<file path="src/rtl/seq_shift_unit.sv">
// Multi-cycle shift/rotate unit: moves dout one bit position per clock for
// 'amount' cycles, with a start/busy/done handshake toward the sequencer.
//
// state | meaning
// IDLE  | waiting for start; dout/carry hold the last result
// SHIFT | one 1-bit shift per edge, counter counts down to 1
// DONE  | result valid, done=1 for this single cycle
module seq_shift_unit #(
   parameter int WIDTH = 8,
   parameter int CNT_W = 4
) (
   input  logic             clk,
   input  logic             rst,
   input  logic             start,
   input  logic [2:0]       mode,
   input  logic [CNT_W-1:0] amount,
   input  logic [WIDTH-1:0] din,
   output logic [WIDTH-1:0] dout,
   output logic             carry,
   output logic             busy,
   output logic             done
);

   typedef enum logic [1:0] {
      IDLE  = 2'd0,
      SHIFT = 2'd1,
      DONE  = 2'd2
   } state_t;

   localparam logic [2:0] MODE_LSL = 3'b000;
   localparam logic [2:0] MODE_LSR = 3'b001;
   localparam logic [2:0] MODE_ASR = 3'b010;
   localparam logic [2:0] MODE_ROL = 3'b011;
   localparam logic [2:0] MODE_ROR = 3'b100;

   state_t           state;
   logic [2:0]       mode_q;
   logic [CNT_W-1:0] cnt_q;
   logic [WIDTH-1:0] shift_nxt;
   logic             shift_out;
   logic             start_reserved;
   logic             start_passthru;

   assign start_reserved = (mode > MODE_ROR);
   assign start_passthru = (amount == '0) || start_reserved;

   // One-position shift of the working register according to the latched mode.
   always_comb begin
      shift_nxt = dout;
      shift_out = carry;
      case (mode_q)
         MODE_LSL: begin
            shift_nxt = {dout[WIDTH-2:0], 1'b0};
            shift_out = dout[WIDTH-1];
         end
         MODE_LSR: begin
            shift_nxt = {1'b0, dout[WIDTH-1:1]};
            shift_out = dout[0];
         end
         MODE_ASR: begin
            shift_nxt = {dout[WIDTH-1], dout[WIDTH-1:1]};
            shift_out = dout[0];
         end
         MODE_ROL: begin
            shift_nxt = {dout[WIDTH-2:0], dout[WIDTH-1]};
            shift_out = dout[WIDTH-1];
         end
         MODE_ROR: begin
            shift_nxt = {dout[0], dout[WIDTH-1:1]};
            shift_out = dout[0];
         end
         default: begin
            shift_nxt = dout;
            shift_out = carry;
         end
      endcase
   end

   always_ff @(posedge clk or posedge rst) begin
      if (rst) begin
         state  <= IDLE;
         mode_q <= MODE_LSL;
         cnt_q  <= '0;
         dout   <= '0;
         carry  <= 1'b0;
         busy   <= 1'b0;
         done   <= 1'b0;
      end else begin
         case (state)
            IDLE: begin
               if (start) begin
                  dout   <= din;
                  carry  <= 1'b0;
                  mode_q <= mode;
                  cnt_q  <= amount;
                  busy   <= 1'b1;
                  if (start_passthru) begin
                     state <= DONE;
                     done  <= 1'b1;
                  end else begin
                     state <= SHIFT;
                     done  <= 1'b0;
                  end
               end
            end
            SHIFT: begin
               dout  <= shift_nxt;
               carry <= shift_out;
               // Counter parks at 1 on the final shift so it can never wrap.
               if (cnt_q == CNT_W'(1)) begin
                  state <= DONE;
                  done  <= 1'b1;
               end else begin
                  cnt_q <= cnt_q - CNT_W'(1);
               end
            end
            DONE: begin
               state <= IDLE;
               busy  <= 1'b0;
               done  <= 1'b0;
            end
            default: begin
               state <= IDLE;
               busy  <= 1'b0;
               done  <= 1'b0;
            end
         endcase
      end
   end

endmodule

</file>
<file path="config.mk">
export PLATFORM = sky130hd
export DESIGN_NAME = seq_shift_unit
export DESIGN_NICKNAME = d
export VERILOG_FILES = /design/src/rtl/seq_shift_unit.sv
export SDC_FILE = /design/constraint.sdc
export NUM_CORES = 1
export LEC_CHECK = 0
export BUFFER_PORTS_ARGS = -buffer_cell sky130_fd_sc_hd__buf_2
export CAP_MARGIN = 20
export CORE_ASPECT_RATIO = 0.5
export CORE_UTILIZATION = 47
export CTS_CLUSTER_DIAMETER = 50
export DETAILED_ROUTE_END_ITERATION = 10
export HOLD_SLACK_MARGIN = 0.12
export PLACE_DENSITY = 0.73
export SYNTH_ARGS = -nofsm -noshare
export SYNTH_HDL_FRONTEND = slang
export SYNTH_SLANG_ARGS = --single-unit
</file>
<file path="constraint.sdc">
create_clock -name clk -period 1.5 [get_ports clk]
set_clock_uncertainty 0.15 [all_clocks]
set_input_delay 0.075 -clock clk [delete_from_list [all_inputs] [get_ports clk]]
set_output_delay 0.075 -clock clk [all_outputs]
set_load 0.1 [all_outputs]
</file>
* Word level (Yosys, flattened, before mapping)
Index checks and enable logic that the tools add are counted. Widths: inputs -> output; s select.
Word-level totals: flip-flop bits (word level) 20, bits of input ports 18, logic and storage cells 57, output and inout bits 11
Operators by class: add/sub/neg operators 1, bitwise logic cells 1, equality and inequality tests 13, magnitude comparators 1, reduce and logical (&&, ||, !) cells 14, mux-type cells 19
Operators with widths (count):
- $pmux 8 s5 | 1
- $pmux 8 s2 | 1
- $reduce_and 3->1 | 3
- $mux 4 | 2
- $mux 8 | 1
- $ne 2x2->1 const B | 4
- $pmux 1 s2 | 4
- $pmux 4 s2 | 1
- $eq 3x2->1 const B | 2
- $mux 2 | 3
- $ne 6x1->1 const B | 1
- $reduce_and 2->1 | 3
- $mux 1 | 5
- $ne 5x1->1 const B | 1
- $eq 4x1->1 const B | 1
- $logic_not 4->1 | 1
- $pmux 2 s2 | 1
- $reduce_and 4->1 | 1
- $sub 4x1->4 const B | 1
- $eq 3x1->1 const B | 1
- $eq 3x3->1 const B | 1
- $gt 3x3->1 const B | 1
- $logic_not 3->1 | 1
- $ne 3x3->1 const B | 1
- 7 further kinds | 7

* Logic depth before layout (Yosys ltp)
word-level depth 5, depth in mapped cells 7, mapped depth without buffers 5

* Least setup slack after synthesis
Ideal clock, no wire load.
path type register -> register, start reg, netlist name done, end reg cnt_q[0], setup time 120 ps, data required time 1230 ps, period minus slack after synthesis 2034 ps, stages on the path, launching flop included 5, arrival 1764 ps, slack -534 ps, path through dfrtp_1 -> o21bai_2 -> a31oi_2 -> mux2i_1 -> a31o_2
RTL lines:
- end signal, assigned | line 95 | cnt_q <= amount;
- end signal, assigned | line 114 | cnt_q <= cnt_q - CNT_W'(1);
- end, declared | line 38 | logic [CNT_W-1:0] cnt_q;

* Worst setup path after layout
start reg mode_q[0], end reg dout[0]
On the way: longest elaborated chain between the ends 3, elaborated cells on any way between the ends 9
RTL lines:
- start, declared | line 37 | logic [2:0] mode_q;
- start signal, assigned | line 94 | mode_q <= mode;
- $eq 3x3->1 (tied with other cells) | line 51 | case (mode_q)
- $pmux 8 s5 / $ne 6x1->1 (equally long branches)
- $pmux 8 s2 / $reduce_and 3->1 (equally long branches)
- end signal, assigned | line 92 | dout <= din;
- end signal, assigned | line 107 | dout <= shift_nxt;
- end, declared | line 18 | output logic [WIDTH-1:0] dout,
Several ways; a longest one is shown, not always the timed one. A chain may end at the register's enable or synchronous reset.

==> out/metrics.yaml <==
run_status:
  status: "finished, violations left"
  violations: "negative setup slack"
cts:
  cts-buffers-inserted: 3
  clock_path_buffers: 2
  cts.sinks: 19
  cts_root_buf: "clkbuf_8"
  clk_latency_ns: 0.26
  htree_levels: 1
  clk_pin_slew_ns: 0.08
  tritoncts: "yes"
placed_design:
  post-dp-hpwl_mm: 2.427
  post-place-cells: 222
  place.gp.congestion: 0.8669
  numPortBuffers: 28
sta:
  setup_ws_ns: -0.09711
  worst_pin_slew_ns: 0.5040
  drv_slew: 0
  hold_violations: 0
  finalCritPeriodShare_pct: 106.5
  grt_setup_unrepaired: "true"
  fmax_ghz: 0.6261
  slew_headroom_pct: 66.63
  finalSetupViolCount: 18
  period_minus_slack_ns: 1.597
final_layout:
  diodes: 0
  area_delta_synth_final_pct: 69.03
  drive_above_1_share_pct: 49.77
  fin_cells: 250
  fill_cells: 104
  fin_nets: 236
route:
  avgViaCountPerCell: 6.212
  wirelength_mm: 4.904
  drc: 0
  first_pass_iters: 5
  drtAntennaViolNets: 0
  avgRoutedWirePerCell_um: 19.62
  vias: 1553
  drt_iter0_markers: 263
critical_path:
  worstPathMaxFanout: 7
  worstPathArrival_ns: 1.64
  worstSetupPathType: "reg -> reg"
  crit_path_end_kind: "register"
  cp-start-kind: "register"
  critPathRequiredTime_ns: 1.54
synth:
  synth.avg_cell_area_um2: 8.830
  yosysTopAreaCell: "dfrtp_1"
  synth_ff_type: "dfrtp_1"
  synth.distinct_cells: 38
  synth_xor_area_share_pct: 2.126
  synthTopCellsByArea: "dfrtp_1 (38%), nand3_1 (5.3%), a21oi_1 (4.0%)"
  synth_fa_ha_area_share_pct: 2.024
  yosysWarnings: 0
  async_reset_ff_share_pct: 100.0
  yosysMostFrequentCell: "dfrtp_1"
  synth_top_family_by_area: "compound AO/OA/AOI/OAI gates"
  synthCells: 140
  ys_top_cells_by_count: "dfrtp_1 (19), nand3_1 (13), nor2_1 (12)"
  synth_compound_area_share_pct: 22.37
  netlist_area_mm2: 0.001236
  ys_seq_area_share_pct: 38.46
  synth_edf_count: 0
  synthMuxAreaShare_pct: 6.073
  synth_top_area_share_pct: 38.46
  synth-simple-area-share_pct: 21.96
  ys_seq_elements: 19
  syn_nets: 160
min_path:
  hp-class: "in -> reg"
global_route:
  grt_usage_pct: 32.49
  grt_pass1_vias: 1370
  overflow: 0
  grt_max_degree: 20
  antenna_found_initial: 0
  grt_pass1_wl_mm: 6.624
flow_run:
  drv_cap: 0
floorplan:
  rows: 12
  fp.dieW_um: 74.53
  die-area_mm2: 0.002852
  ioPinCount: 29
  coreArea_mm2: 0.002342
  start_util_pct: 52.78
  die_y_um: 38.27
## final timing paths
check                           startpoint       end  slack, ns  depth (start not counted)
worst min register to register       carry     carry       0.36                          1
worst max register to register   mode_q[0]   dout[0]       -0.1                          5
worst min-delay path             amount[1]  state[0]       0.12                          4
worst max-delay path             mode_q[0]   dout[0]       -0.1                          5
min in group asynchronous              rst   dout[3]       0.22                          4
max in group asynchronous              rst   dout[7]       0.74                          4
## worst max-delay path, cell delays in order (launching register included)
cell and delay [ns]:
dfrtp_2 0.47, buf_6 0.16, mux2i_1 0.11, mux2_4 0.27, o211ai_1 0.17, a22o_1 0.19
## cells in the final DEF (no fill, tap or decap), types with 3 or more instances in the layout
master and n:
nand3_1 11, nor2b_1 5, dlygate4sd3_1 17, inv_1 5
buf_4 25, a22o_1 3, dfrtp_1 10, nand2_2 4
nor2_1 11, mux2i_1 3, buf_6 10, a21oi_1 8
nand2_1 7, o211ai_1 6, mux2_4 4, o22ai_1 4
clkbuf_8 3, buf_2 27, dfrtp_2 7
## layer usage
metal | global-route usage, % | vias to the layer above | wire, µm
met4 | 11.32 | 0 | 206
met3 | 7.368 | 33 | 441
li1 | - | 658 | -
met5 | 0 | - | 0
met1 | 39.71 | 725 | 1923
met2 | 57.43 | 137 | 2332
## timing repair
item,CTS,global route
setup endpoints to repair,14,18
pin swaps,11,12
endpoints found under the hold margin,36,2
setup buffers,5,2
gates resized for setup,20,20
hold buffers,16,1
## layout make-up
cell class,instances,area [µm²],area share [%]
timing repair buffer,81,645.6,30.90
tap,35,43.79,2.096
clock buffer,3,41.29,1.976
inverter,5,18.77,0.8982
clock inverter,1,5.005,0.2395
multi-input combinational,106,843.3,40.36
sequential,19,491.7,23.53
## sequential cells by signal, indices dropped and copies added (netlist names)
signal and count:
mode_q 3, carry 1, cnt_q 4, busy 1, dout 8, done 1, state 1
## cells by family (layout without fill, tap and decap cells)
group | after synthesis | count (layout)
adder cells (fa/ha/maj) | 2 | 2
buffers and inverters | 15 | 90
XOR/XNOR | 3 | 3
multiplexers | 7 | 7
flip-flops | 19 | 19
AND/OR/NAND/NOR | 54 | 54
AO/OA/AOI/OAI | 40 | 40
## metrics by stage
step	setup slack, ns	cell area [µm²]	hold WS, ns	TNS (ns)	util (%)
floorplan	-0.2091	1306	-0.1241	-1.696	-
global placement	-0.06728	1664	-0.04128	-0.4342	71.05
detailed placement	-0.1060	1664	-0.03702	-0.6500	71.05
CTS	-0.04958	1984	-0.09857	-0.1835	84.72
global route	-0.1339	2090	0.1196	-1.603	89.21
finish	-0.09711	2090	0.1151	-1.053	89.21
Power is left out: the tool's default activity adds up to more than one toggle a clock period on the data nets, which glitch-free logic cannot reach.
